==> src/rtl/systolic_pkg.sv <==
// rtl/systolic_pkg.sv - shared types and constants for the systolic feeder and PE array
package systolic_pkg;

   localparam int N_DEF  = 4;
   localparam int DW_DEF = 16;
   localparam int ACC_W  = 32;

   typedef enum logic [1:0] {
      IDLE  = 2'd0,
      FEED  = 2'd1,
      FLUSH = 2'd2,
      DONE  = 2'd3
   } state_t;

   // Lane l of a packed N*DW bus occupies [lane_lsb(l, dw) +: dw].
   function automatic int lane_lsb(input int lane, input int dw);
      return lane * dw;
   endfunction

endpackage

==> src/rtl/skew_delay_line.sv <==
// rtl/skew_delay_line.sv - fixed-depth operand shift register with async active-low clear
module skew_delay_line #(
   parameter int DEPTH = 1,
   parameter int DW    = 16
) (
   input  logic          clk,
   input  logic          reset,
   input  logic [DW-1:0] din,
   output logic [DW-1:0] dout
);

   logic [DEPTH-1:0][DW-1:0] stage;

   always_ff @(posedge clk or negedge reset) begin
      if (!reset) begin
         stage <= '0;
      end else begin
         stage[0] <= din;
         for (int s = 1; s < DEPTH; s++) begin
            stage[s] <= stage[s-1];
         end
      end
   end

   assign dout = stage[DEPTH-1];

endmodule

==> src/rtl/systolic_feeder.sv <==
// rtl/systolic_feeder.sv - skews k-slices onto the array edges and sequences clear/flush/done
module systolic_feeder
   import systolic_pkg::*;
#(
   parameter int N  = N_DEF,
   parameter int DW = DW_DEF
) (
   input  logic          clk,
   input  logic          reset,
   input  logic          in_valid,
   output logic          in_ready,
   input  logic [N*DW-1:0] in_a,
   input  logic [N*DW-1:0] in_b,
   output logic [N*DW-1:0] out_W,
   output logic [N*DW-1:0] out_N,
   output logic          pe_clear,
   output logic          done,
   input  logic          done_ack
);

   localparam int CW = $clog2(2 * N);
   localparam logic [CW-1:0] FLUSH_LEN = CW'(2 * N - 1);
   localparam logic [CW-1:0] LAST_BEAT = CW'(N - 1);

   state_t          state, state_nx;
   logic [CW-1:0]   cnt, cnt_nx;
   logic            accept;
   logic [N*DW-1:0] a_in, b_in;

   assign in_ready = (state == IDLE) || (state == FEED);
   assign accept   = in_valid & in_ready;

   always_comb begin
      state_nx = state;
      cnt_nx   = cnt;
      case (state)
         IDLE: begin
            if (accept) begin
               if (N == 1) begin
                  state_nx = FLUSH;
                  cnt_nx   = FLUSH_LEN;
               end else begin
                  state_nx = FEED;
                  cnt_nx   = CW'(1);
               end
            end
         end
         FEED: begin
            if (accept) begin
               if (cnt == LAST_BEAT) begin
                  state_nx = FLUSH;
                  cnt_nx   = FLUSH_LEN;
               end else begin
                  cnt_nx = cnt + CW'(1);
               end
            end
         end
         FLUSH: begin
            // 2N-1 flush edges let the last wavefront reach PE[N-1][N-1].
            if (cnt == CW'(1)) begin
               state_nx = DONE;
               cnt_nx   = '0;
            end else begin
               cnt_nx = cnt - CW'(1);
            end
         end
         DONE: begin
            if (done_ack) begin
               state_nx = IDLE;
            end
         end
         default: begin
            state_nx = IDLE;
            cnt_nx   = '0;
         end
      endcase
   end

   always_ff @(posedge clk or negedge reset) begin
      if (!reset) begin
         state    <= IDLE;
         cnt      <= '0;
         pe_clear <= 1'b1;
         done     <= 1'b0;
      end else begin
         state    <= state_nx;
         cnt      <= cnt_nx;
         pe_clear <= (state_nx == IDLE);
         done     <= (state_nx == DONE);
      end
   end

   // Unaccepted cycles inject a zero wavefront so stalls keep lanes aligned.
   assign a_in = accept ? in_a : '0;
   assign b_in = accept ? in_b : '0;

   for (genvar l = 0; l < N; l++) begin : g_lane
      skew_delay_line #(.DEPTH(l + 1), .DW(DW)) u_a_line (
         .clk  (clk),
         .reset(reset),
         .din  (a_in[lane_lsb(l, DW) +: DW]),
         .dout (out_W[lane_lsb(l, DW) +: DW])
      );
      skew_delay_line #(.DEPTH(l + 1), .DW(DW)) u_b_line (
         .clk  (clk),
         .reset(reset),
         .din  (b_in[lane_lsb(l, DW) +: DW]),
         .dout (out_N[lane_lsb(l, DW) +: DW])
      );
   end

endmodule

==> config.mk <==
export PLATFORM = sky130hd
export DESIGN_NAME = systolic_feeder
export DESIGN_NICKNAME = d
export VERILOG_FILES = /design/src/rtl/systolic_pkg.sv /design/src/rtl/skew_delay_line.sv /design/src/rtl/systolic_feeder.sv
export SDC_FILE = /design/constraint.sdc
export NUM_CORES = 1
export LEC_CHECK = 0
export CORE_MARGIN = 4
export CORE_UTILIZATION = 52
export CTS_CLUSTER_DIAMETER = 200
export CTS_CLUSTER_SIZE = 40
export DETAILED_ROUTE_END_ITERATION = 10
export HOLD_SLACK_MARGIN = 0.08
export PLACE_DENSITY_LB_ADDON = 0.2
export SYNTH_ARGS = -nofsm -noshare
export SYNTH_HDL_FRONTEND = slang
export SYNTH_SLANG_ARGS = --single-unit
==> constraint.sdc <==
create_clock -name clk -period 4 [get_ports clk]
set_clock_uncertainty 0.2 [all_clocks]
set_input_delay 0.4 -clock clk [delete_from_list [all_inputs] [get_ports clk]]
set_output_delay 0.4 -clock clk [all_outputs]
set_load 0.05 [all_outputs]
==> qor.yml, run 1 <==
global_routing:
  grt_pass1_vias: 5356
  grt_usage_pct: 16.8
  antenna_found_initial: 2
  grt_start_max_net_pins: 134
  grt_pass1_wl_um: 29100
  grt-ovfl-total: 0
min_path:
  min-delay-path-class: "reg2reg"
  min_path_cells: 0
  hp-start: "g_lane[3].u_a_line.stage[36]$_DFF_PN0_"
drt:
  postRouteAntennaNets: 0
  wl_per_cell_um: 17.6
  wl_met1_um: 7200
  drc: 0
  via_count: 5001
  dr_wl_met2_um: 9550
  drtPass1Iterations: 6
  routed-wl-met3_um: 1420
  highest_layer: "met5"
  drt_iter0_drc: 206
  drt_wl_total_um: 18600
  vias_per_cell: 4.74
sta:
  worst_pin_slew_ns: 1.06
  setup-tns-final_ns: 0
  report.final.hold_viol_count: 0
  fmax_mhz: 336
  whs_ns: 0.152
  period_share_pct: 74.4
  drv_slew: 0
  relSlewSlack_pct: 29.0
  min_period_ns: 2.98
  finalSetupViolCount: 0
  rsz0062_at_grt: "false"
floorplan:
  io_pins: 263
  core_um2: 19500
  initial_utilization_pct: 52.8
  dieHeight_um: 149
  die_width_um: 149
  rows: 51
  dieArea_um2: 22100
synthesis:
  post_synth_num_cell_types: 29
  netlist_area_um2: 10300
  yosys_warnings: 0
  syn_nets: 769
  ys_seq_elements: 327
  synthFlopType: "dfrtp_1"
  syn_avg_cell_area_um2: 16.4
  synthCells: 629
  async_flop_share_pct: 100
  synth_edf_count: 0
  yosysSeqAreaShare_pct: 79.6
finish:
  drive_gt1_share_pct: 3.42
  diodes: 0
  areaGrowthSynthToFinish_pct: 24.0
  fin_nets: 928
  fin_cells: 1055
  fin_util_pct: 65.5
critical_path:
  crit_end: "in_ready"
  ff2ff_path_depth: 5
  reg2reg_to: "g_lane[3].u_a_line.stage[3]$_DFF_PN0_"
  cp_max_fo: 8
  rrSetupSlack_ns: 1.49
  end_kind: "output pin"
  criticalPathCategory: "reg2out"
  required_ns: 3.40
  rr_startpoint: "state[1]$_DFF_PN0_"
  critical_path_arrival_ns: 2.38
  startpoint_type: "flip-flop"
  startpoint: "state[1]$_DFF_PN0_"
power_and_ir_drop:
  irDropWorstVdd_uv: 485
  p_leak_nw: 6.37
  power_density_nw_per_um2: 636
clocking:
  cts_tree: "built"
  clock_sinks: 327
  clk_path_buf_depth: 3
  postCtsHoldBufs: 1
  clk_pin_slew_ns: 0.14
  cts_buffers: 12
  cts-resized-gates: 0
  cts_setup_buffers: 0
  worstSkewPairLatency_ns: 0.50
  cts_max_level: 1
  root_buffer: "clkbuf_16"
placed_design:
  io_buffers: 262
  place_congestion: 0.832
  post-dp-hpwl_um: 12600
  dp.cells: 1038
status:
  status: "finished clean"
flow_run:
  drv_cap: 0
layout make-up:
| type | count | area (µm²) |
|---|---|---|
| Clock buffer | 15 | 333 |
| Clock inverter | 1 | 30.0 |
| Fill cell | 1405 | 6710 |
| Inverter | 7 | 26.3 |
| Multi-Input combinational cell | 170 | 1130 |
| Sequential cell | 327 | 8180 |
| Tap cell | 265 | 332 |
| Timing Repair Buffer | 270 | 2710 |
registers in the layout, summed over array words and instances (netlist names):
name / flops
g_lane.u_a_line.dout: 64
done: 1
pe_clear: 1
state: 2
g_lane.u_b_line.dout: 64
g_lane.u_a_line.stage: 96
cnt: 3
g_lane.u_b_line.stage: 96
where the power goes:
group | internal, W | total [W] | switching [W]
Combinational | 0.000810 | 0.00242 | 0.00161
Sequential | 0.00395 | 0.00415 | 0.000194
Clock | 0.000613 | 0.00154 | 0.000924
Total | 0.00538 | 0.00811 | 0.00273
logic make-up (layout without fill, tap and decap cells):
family | Yosys count | in the layout | synth area share, %
adder cells (fa/ha/maj) | 8 | 8 | 0.973
buffers and inverters | 132 | 293 | 9.42
flip-flops | 327 | 327 | 79.6
AND/OR/NAND/NOR | 146 | 146 | 8.86
AO/OA/AOI/OAI | 16 | 16 | 1.18
synthesized netlist by cell type, types with 3 or more instances:
cell type | count | area [µm²]
nand2_1 | 4 | 15.0
inv_1 | 7 | 26.3
a21oi_1 | 4 | 20.0
nor2_1 | 3 | 11.3
buf_2 | 12 | 60.1
nand2b_1 | 3 | 18.8
buf_6 | 13 | 146
buf_4 | 96 | 721
dfrtp_1 | 326 | 8160
and3_1 | 128 | 801
clkbuf_1 | 4 | 15.0
ha_1 | 8 | 100
worst min path at each step:
stage	end	slack (ns)
floorplan	cnt[0]$_DFFE_PN0P_	-0.1
global placement	g_lane[1].u_b_line.dout[3]$_DFF_PN0_	0.13
detailed placement	g_lane[1].u_b_line.dout[12]$_DFF_PN0_	0.13
CTS	g_lane[3].u_b_line.dout[11]$_DFF_PN0_	0.16
global route	g_lane[3].u_b_line.dout[11]$_DFF_PN0_	0.16
finish	g_lane[3].u_a_line.dout[4]$_DFF_PN0_	0.15
worst max-delay path, cell delays in order (launching register included):
cell             delay [ns]
dfrtp_1                0.47
inv_1                  0.13
ha_1                   0.31
or2_4                  0.17
clkdlybuf4s50_1        0.80
routing by layer:
metal  track usage, %  vias up
met1             21.5     2554
met2             28.6      170
met5                0        -
met3             5.03       27
met4             3.74        4
li1                 -     2246
placed cells by master (no fill, tap or decap), types with 3 or more instances in the layout:
| cell | n |
|---|---|
| and3_1 | 128 |
| nand2b_1 | 3 |
| nor2_1 | 3 |
| a21oi_1 | 4 |
| inv_1 | 7 |
| nand2_1 | 4 |
| buf_4 | 6 |
| clkdlybuf4s50_1 | 260 |
| dfrtp_1 | 326 |
| ha_1 | 8 |
| clkbuf_16 | 13 |
stage by stage:
step / setup slack, ns / instance area [µm²] / total power (W)
floorplan: 1.93 / 10300 / 0.00610
finish: 1.02 / 12800 / 0.00811
global route: 0.934 / 12800 / 0.00847
detailed placement: 1.59 / 12400 / 0.00667
CTS: 1.03 / 12800 / 0.00820
global placement: 1.66 / 12400 / 0.00657
No activity file was read; power rests on OpenSTA's default activity.
==> inputs of run 2 (changes only) <==
--- a/config.mk
+++ b/config.mk
@@ -6,7 +6,7 @@
 export NUM_CORES = 1
 export LEC_CHECK = 0
 export CORE_MARGIN = 4
-export CORE_UTILIZATION = 52
+export CORE_UTILIZATION = 48
 export CTS_CLUSTER_DIAMETER = 200
 export CTS_CLUSTER_SIZE = 40
 export DETAILED_ROUTE_END_ITERATION = 10
==> constraint.sdc (replaced) <==
create_clock -name clk -period 2.76 [get_ports clk]
set_clock_uncertainty 0.2 [all_clocks]
set_input_delay 0.276 -clock clk [delete_from_list [all_inputs] [get_ports clk]]
set_output_delay 0.276 -clock clk [all_outputs]
set_load 0.05 [all_outputs]
==> run 2 against run 1 <==
  * Clock power grew 44%
  * Sequential power grew 45%
  * Die area grew 7.9%
  * Sequential cell count is the same
  * Sequential share of layout area shrank 0.32 points
  * Count of clock-buffer cells in the layout grew 1
  * Utilization shrank 4.6 points
  * Critical path type unchanged
  * Hold slack lost 0.051 ns
  * Critical endpoint unchanged
  * Largest power group unchanged
  * First-iteration DRC count grew 22%
  * Critical path depth is the same
  * Register-to-register slack lost 0.81 ns
==> qor.yml, run 2 (synthesized netlist as in run 1, its figures left out) <==
status:
  status: "finished clean"
floorplan:
  dieArea_um2: 23800  # +7.9%
  core_um2: 21000  # +8.0%
  initial_utilization_pct: 48.9  # -3.9 points
  io_pins: 263  # unchanged
  rows: 53  # +3.9%
  dieHeight_um: 154  # +3.9%
  die_width_um: 154  # +3.9%
sta:
  finalSetupViolCount: 0  # unchanged
  whs_ns: 0.101  # -0.0513 ns
  report.final.hold_viol_count: 0  # unchanged
  fmax_mhz: 406
  fin_ws_ns: 0.296  # -0.729 ns
  rsz0062_at_grt: "false"
  min_period_ns: 2.46
  period_share_pct: 89.3
  drv_slew: 0  # unchanged
  worst_pin_slew_ns: 0.592  # -0.472 ns
  setup-tns-final_ns: 0  # unchanged
  relSlewSlack_pct: 60.5  # +31 points
drt:
  postRouteAntennaNets: 0  # unchanged
  wl_per_cell_um: 17.8  # +1.1%
  drt_wl_total_um: 19100  # +2.7%
  drtPass1Iterations: 4  # -2
  vias_per_cell: 4.67  # -1.5%
  drc: 0  # unchanged
  drt_iter0_drc: 251  # +22%
  via_count: 5003  # +0.040%
finish:
  fillers: 1555  # +11%
  final_cell_mix: "dfrtp_1 (326), clkdlybuf4s50_1 (259), and3_1 (128)"
  largestRegisters: "g_lane.u_a_line.stage: 96 flops, g_lane.u_b_line.stage: 96 flops"
  areaGrowthSynthToFinish_pct: 24.6
  fin_cells: 1071  # +1.5%
  layout_commonest_cell: "dfrtp_1"
  drive_gt1_share_pct: 4.15  # +0.73 points
  fin_nets: 933  # +0.54%
  diodes: 0  # unchanged
  fin_util_pct: 61.0  # -4.6 points
clocking:
  root_buffer: "clkbuf_16"
  cts_buffers: 12  # unchanged
  cts_max_level: 1  # unchanged
  clk_pin_slew_ns: 0.13  # about the same
  postCtsHoldBufs: 1  # unchanged
  cts_setup_buffers: 0  # unchanged
  clk_path_buf_depth: 3  # unchanged
  clock_sinks: 327  # unchanged
  worstSkewPairLatency_ns: 0.50  # about the same
  cts-resized-gates: 0  # unchanged
  cts_tree: "built"
critical_path:
  crit_chain: "inv_1, ha_1, or2_4, buf_4"
  end_kind: "output pin"
  critical_path_arrival_ns: 1.99  # -0.39 ns
  criticalPathCategory: "reg2out"
  crit_family: "flip-flops"
  worst-path-buf-inv: 2  # unchanged
  slowest_delay_ns: 0.47  # -0.33 ns
  slowest_stage: "dfrtp_1"
  required_ns: 2.28  # -1.12 ns
  startpoint_type: "flip-flop"
  cp_max_fo: 27  # +19
min_path:
  min-delay-path-class: "reg2reg"
flow_run:
  drv_cap: 0  # unchanged
placed_design:
  io_buffers: 262  # unchanged
  dp.cells: 1053  # +1.4%
  dpl_worst_slack_ns: 0.763  # -0.829 ns
  place_congestion: 0.756  # -9.1%
  post-dp-hpwl_um: 13600  # +7.6%
global_routing:
  antenna_found_initial: 0  # -2
  grt-ovfl-total: 0  # unchanged
  grt_pass1_vias: 5397  # +0.77%
  grt_pass1_wl_um: 29700  # +2.2%
  grt_usage_pct: 15.8  # -1.0 points
  grt_start_max_net_pins: 78  # -42%
power_and_ir_drop:
  irDropWorstVdd_uv: 474  # -2.4%
  p_leak_nw: 6.40  # +0.46%
  power_density_nw_per_um2: 921  # +45%
-- run 2: final cells by class --
type | instances | area (µm²) | share of cell area [%]
sequential | 327 | 8180 | 63.9
timing repair buffer | 275 | 2760 | 21.5
multi-input combinational | 170 | 1130 | 8.85
tap | 275 | 344 | 2.68
clock buffer | 16 | 337 | 2.63
clock inverter | 1 | 30.0 | 0.234
inverter | 7 | 26.3 | 0.205
-- run 2: where the power goes --
group / internal (W) / total [W] / switching [W] / leakage [nW]
clock: 0.000894 / 0.00221 / 0.00132 / 0.175
sequential: 0.00573 / 0.00601 / 0.000283 / 4.31
combinational: 0.00121 / 0.00357 / 0.00236 / 1.92
total: 0.00784 / 0.0118 / 0.00396 / 6.40
-- run 2: path summary, 6_finish.rpt --
kind	from	end	slack [ns]	cells after the start
max	state[1]$_DFF_PN0_	in_ready	0.30	4
min	g_lane[3].u_b_line.stage[41]$_DFF_PN0_	g_lane[3].u_b_line.dout[9]$_DFF_PN0_	0.10	0
max reg2reg	state[1]$_DFF_PN0_	g_lane[3].u_a_line.stage[1]$_DFF_PN0_	0.68	5
min reg2reg	g_lane[3].u_b_line.stage[41]$_DFF_PN0_	g_lane[3].u_b_line.dout[9]$_DFF_PN0_	0.10	0
max in group asynchronous	reset	g_lane[2].u_a_line.stage[20]$_DFF_PN0_	1.38	3
min in group asynchronous	reset	g_lane[3].u_b_line.dout[9]$_DFF_PN0_	0.13	2
-- run 2: metrics by stage --
step | total power, W | cell area, µm²
3_5_place_dp | 0.00973 | 12400
2_1_floorplan | 0.00884 | 10300
3_3_place_gp | 0.00956 | 12400
4_1_cts | 0.0119 | 12800
6_report | 0.0118 | 12800
5_1_grt | 0.0123 | 12800
-- run 2: layer usage --
metal / vias up / GRT usage (%) / share of wire, %
met5: - / 0 / 0
met4: 0 / 3.15 / 1.7
met3: 23 / 4.00 / 6.9
met2: 166 / 28.3 / 53
met1: 2556 / 19.6 / 38
li1: 2258 / - / -
==> inputs of run 3 (changes only) <==
--- a/config.mk
+++ b/config.mk
@@ -6,12 +6,14 @@
 export NUM_CORES = 1
 export LEC_CHECK = 0
 export CORE_MARGIN = 4
-export CORE_UTILIZATION = 48
+export CORE_UTILIZATION = 60
 export CTS_CLUSTER_DIAMETER = 200
 export CTS_CLUSTER_SIZE = 40
 export DETAILED_ROUTE_END_ITERATION = 10
+export DONT_BUFFER_PORTS = 1
 export HOLD_SLACK_MARGIN = 0.08
 export PLACE_DENSITY_LB_ADDON = 0.2
+export SLEW_MARGIN = 0
 export SYNTH_ARGS = -nofsm -noshare
 export SYNTH_HDL_FRONTEND = slang
 export SYNTH_SLANG_ARGS = --single-unit
==> run 3 against run 2 <==
  * The run now fails in clock tree synthesis (4_1_cts)
  * Synthesized area did not move
  * Synthesized cell count unchanged
==> qor.yml, run 3 <==
synthesis:
  netlist_area_um2: 10300  # unchanged
  syn_avg_cell_area_um2: 16.4  # unchanged
  synthFlopType: "dfrtp_1"
  synth.top_cells.by_count: "dfrtp_1 (326), and3_1 (128), buf_4 (96)"
  async_flop_share_pct: 100  # unchanged
  synth_most_common_cell: "dfrtp_1"
  synthCells: 629  # unchanged
  yosys_warnings: 0  # unchanged
  syn_nets: 769  # unchanged
  synth_edf_count: 0  # unchanged
  netlist_top_cells_area: "dfrtp_1 (79%), and3_1 (7.8%), buf_4 (7.0%)"
  yosysTopAreaCell: "dfrtp_1"
  post_synth_num_cell_types: 29  # unchanged
  ys_seq_elements: 327  # unchanged
  synth_top_area_share_pct: 79.3  # unchanged
  yosysSeqAreaShare_pct: 79.6  # unchanged
floorplan:
  rows: 47  # -11%
  initial_utilization_pct: 61.6  # +13 points
  io_pins: 263  # unchanged
  dieHeight_um: 139  # -10%
  die_width_um: 139  # -10%
status:
  stop_error: "[ERROR RSZ-0060] Max buffer count reached."
  haltStage: "clock tree synthesis (4_1_cts)"
  status: "stopped before the end"
clocking:
  root_buffer: "clkbuf_16"
  cts_setup_buffers: 0  # unchanged
  postCtsHoldBufs: 151  # +150
  clk_path_buf_depth: 3  # unchanged
  cts-resized-gates: 0  # unchanged
  cts_max_level: 1  # unchanged
  cts_buffers: 12  # unchanged
  clock_sinks: 327  # unchanged
placed_design:
  place_congestion: 0.780  # +3.2%
  io_buffers: 0  # -100%
  post-dp-hpwl_um: 10500  # -23%
==> run 3: cell counts after synthesis <==
Identical to the previous run, type by type.
==> run 3: logic make-up after synthesis <==
kind of cell | after synthesis | share of synthesized area [%]
AND/OR/NAND/NOR | 146 | 8.86
flip-flops | 327 | 79.6
adder cells (fa/ha/maj) | 8 | 0.973
AO/OA/AOI/OAI | 16 | 1.18
buffers and inverters | 132 | 9.42
==> run 3: through the flow <==
stage | instance area, µm² | hold WS [ns] | std cells | utilization, % | setup slack, ns
2_1_floorplan | 10300 | -0.220 | 629 | - | 0.781
3_3_place_gp | 9660 | -0.212 | 727 | 57.8 | 0.691
3_5_place_dp | 9660 | -0.213 | 727 | 57.8 | 0.547
==> inputs of run 4 (changes only) <==
--- a/config.mk
+++ b/config.mk
@@ -6,13 +6,10 @@
 export NUM_CORES = 1
 export LEC_CHECK = 0
 export CORE_MARGIN = 4
-export CORE_UTILIZATION = 60
-export CTS_CLUSTER_DIAMETER = 200
-export CTS_CLUSTER_SIZE = 40
+export CORE_UTILIZATION = 40
 export DETAILED_ROUTE_END_ITERATION = 10
 export DONT_BUFFER_PORTS = 1
-export HOLD_SLACK_MARGIN = 0.08
-export PLACE_DENSITY_LB_ADDON = 0.2
+export PLACE_DENSITY_LB_ADDON = 0.15
 export SLEW_MARGIN = 0
 export SYNTH_ARGS = -nofsm -noshare
 export SYNTH_HDL_FRONTEND = slang
==> run 4 against run 3 <==
  * The flow now finishes, with violations (negative hold slack)
==> qor.yml, run 4 (synthesized netlist as in run 1, its figures left out) <==
status:
  status: "complete, but fails checks"
  violations: "negative hold slack"
sta:
  min_period_ns: 2.55
  finalSetupViolCount: 0
  rsz0062_at_grt: "false"
  report.final.hold_viol_count: 327
  worst_pin_slew_ns: 0.567
  fin_ws_ns: 0.214
  fmax_mhz: 393
  relSlewSlack_pct: 62.2
  whs_ns: -0.709
  drv_slew: 0
  period_share_pct: 92.2
  setup-tns-final_ns: 0
finish:
  areaGrowthSynthToFinish_pct: 20.2
  drive_gt1_share_pct: 8.04
  fin_util_pct: 49.0
  fillers: 2125
  fin_nets: 826
  diodes: 0
  largestRegisters: "g_lane.u_a_line.stage: 96 flops, g_lane.u_b_line.stage: 96 flops"
  layout_commonest_cell: "dfrtp_1"
  seq_area_um2: 8180
  fin_cells: 1039
  final_cell_mix: "dfrtp_1 (326), dlygate4sd3_1 (143), and3_1 (128)"
  multi_input_area_um2: 1140
drt:
  via_count: 4783
  drt_iter0_drc: 297
  wl_per_cell_um: 19.2
  routed-wl-met3_um: 1410
  drtPass1Iterations: 4
  wl_met1_um: 7820
  highest_layer: "met4"
  postRouteAntennaNets: 0
  drc: 0
  vias_per_cell: 4.60
  drt_wl_total_um: 20000
  dr_wl_met2_um: 10100
floorplan:
  initial_utilization_pct: 40.7  # -21 points
  die_width_um: 168  # +21%
  core_um2: 25300
  io_pins: 263  # unchanged
  dieHeight_um: 168  # +21%
  rows: 58  # +23%
  dieArea_um2: 28300
placed_design:
  post-dp-hpwl_um: 11200  # +6.6%
  io_buffers: 0  # unchanged
  dpl_worst_slack_ns: 0.367  # -0.180 ns
  place_congestion: 0.752  # -3.6%
  dp.cells: 835  # +15%
critical_path:
  startpoint_type: "flip-flop"
  crit_family: "simple AND/OR/NAND/NOR gates"
  slowest_stage: "dlygate4sd3_1"
  required_ns: 2.98
  critical_path_arrival_ns: 2.76
  slowest_delay_ns: 0.56
  cp_max_fo: 27
  rrSetupSlack_ns: 0.21
  end_kind: "flip-flop"
  crit_chain: "inv_1, ha_1, or2_4, and3_1, dlygate4sd3_1"
  worst-path-buf-inv: 2
  criticalPathCategory: "reg2reg"
flow_run:
  drv_cap: 0
clocking:
  clk_pin_slew_ns: 0.06
  cts_buffers: 34  # +22
  clock_sinks: 327  # unchanged
  root_buffer: "clkbuf_16"
  clk_path_buf_depth: 3  # unchanged
  cts-resized-gates: 0  # unchanged
  cts_max_level: 2  # +1
  cts_tree: "built"
  worstSkewPairLatency_ns: 0.50
  postCtsHoldBufs: 144  # -4.6%
min_path:
  min-delay-path-class: "in2async"
global_routing:
  grt_pass1_wl_um: 30500
  antenna_found_initial: 1
  grt_pass1_vias: 5304
  grt_start_max_net_pins: 328
  grt-ovfl-total: 0
  grt_usage_pct: 13.7
power_and_ir_drop:
  power_density_nw_per_um2: 1080
  irDropWorstVdd_uv: 508
  p_leak_nw: 6.36
run 4: cell type report:
cell class                      instances  share of cell area, %
Timing Repair Buffer                  145                   12.0
Tap cell                              330                   3.34
Clock buffer                           49                   7.91
Multi-Input combinational cell        171                   9.23
Sequential cell                       327                   66.2
Inverter                                7                  0.213
Clock inverter                         10                   1.14
run 4: where the power goes:
group	switching, W	total [W]	internal (W)	leakage (nW)
Sequential	0.00178	0.00751	0.00573	4.31
Combinational	0.000765	0.00134	0.000578	1.50
Clock	0.00173	0.00448	0.00275	0.547
run 4: metrics by stage:
stage | area [µm²] | total power [W] | hold slack, ns
after global routing | 12400 | 0.0139 | -0.743
final | 12400 | 0.0133 | -0.709
after floorplan | 10300 | 0.00884 | -0.220
after CTS | 12400 | 0.0134 | -0.742
after global placement | 9780 | 0.00856 | -0.212
after detailed placement | 9780 | 0.00866 | -0.213
run 4: final timing paths:
kind | from | end | cells after the start
worst max-delay path | state[1]$_DFF_PN0_ | g_lane[2].u_a_line.stage[11]$_DFF_PN0_ | 5
min in group clk | in_valid | g_lane[3].u_b_line.stage[14]$_DFF_PN0_ | 2
worst min register to register | g_lane[3].u_a_line.stage[0]$_DFF_PN0_ | g_lane[3].u_a_line.stage[16]$_DFF_PN0_ | 0
worst max register to register | state[1]$_DFF_PN0_ | g_lane[2].u_a_line.stage[11]$_DFF_PN0_ | 5
max in group asynchronous | reset | g_lane[3].u_a_line.stage[0]$_DFF_PN0_ | 0
worst min-delay path | reset | g_lane[3].u_b_line.stage[7]$_DFF_PN0_ | 0
run 4: timing repair:
| item | in CTS | in global routing |
|---|---|---|
| setup endpoints to repair | 0 | 1 |
| setup buffers | 0 | 0 |
| endpoints found under the hold margin | 460 | 327 |
run 4: metal layers:
metal | vias to the layer above | global-route usage (%)
met3 | 41 | 4.32
met2 | 191 | 22.7
met4 | 0 | 5.47
li1 | 2080 | -
met1 | 2471 | 16.8
met5 | - | 0
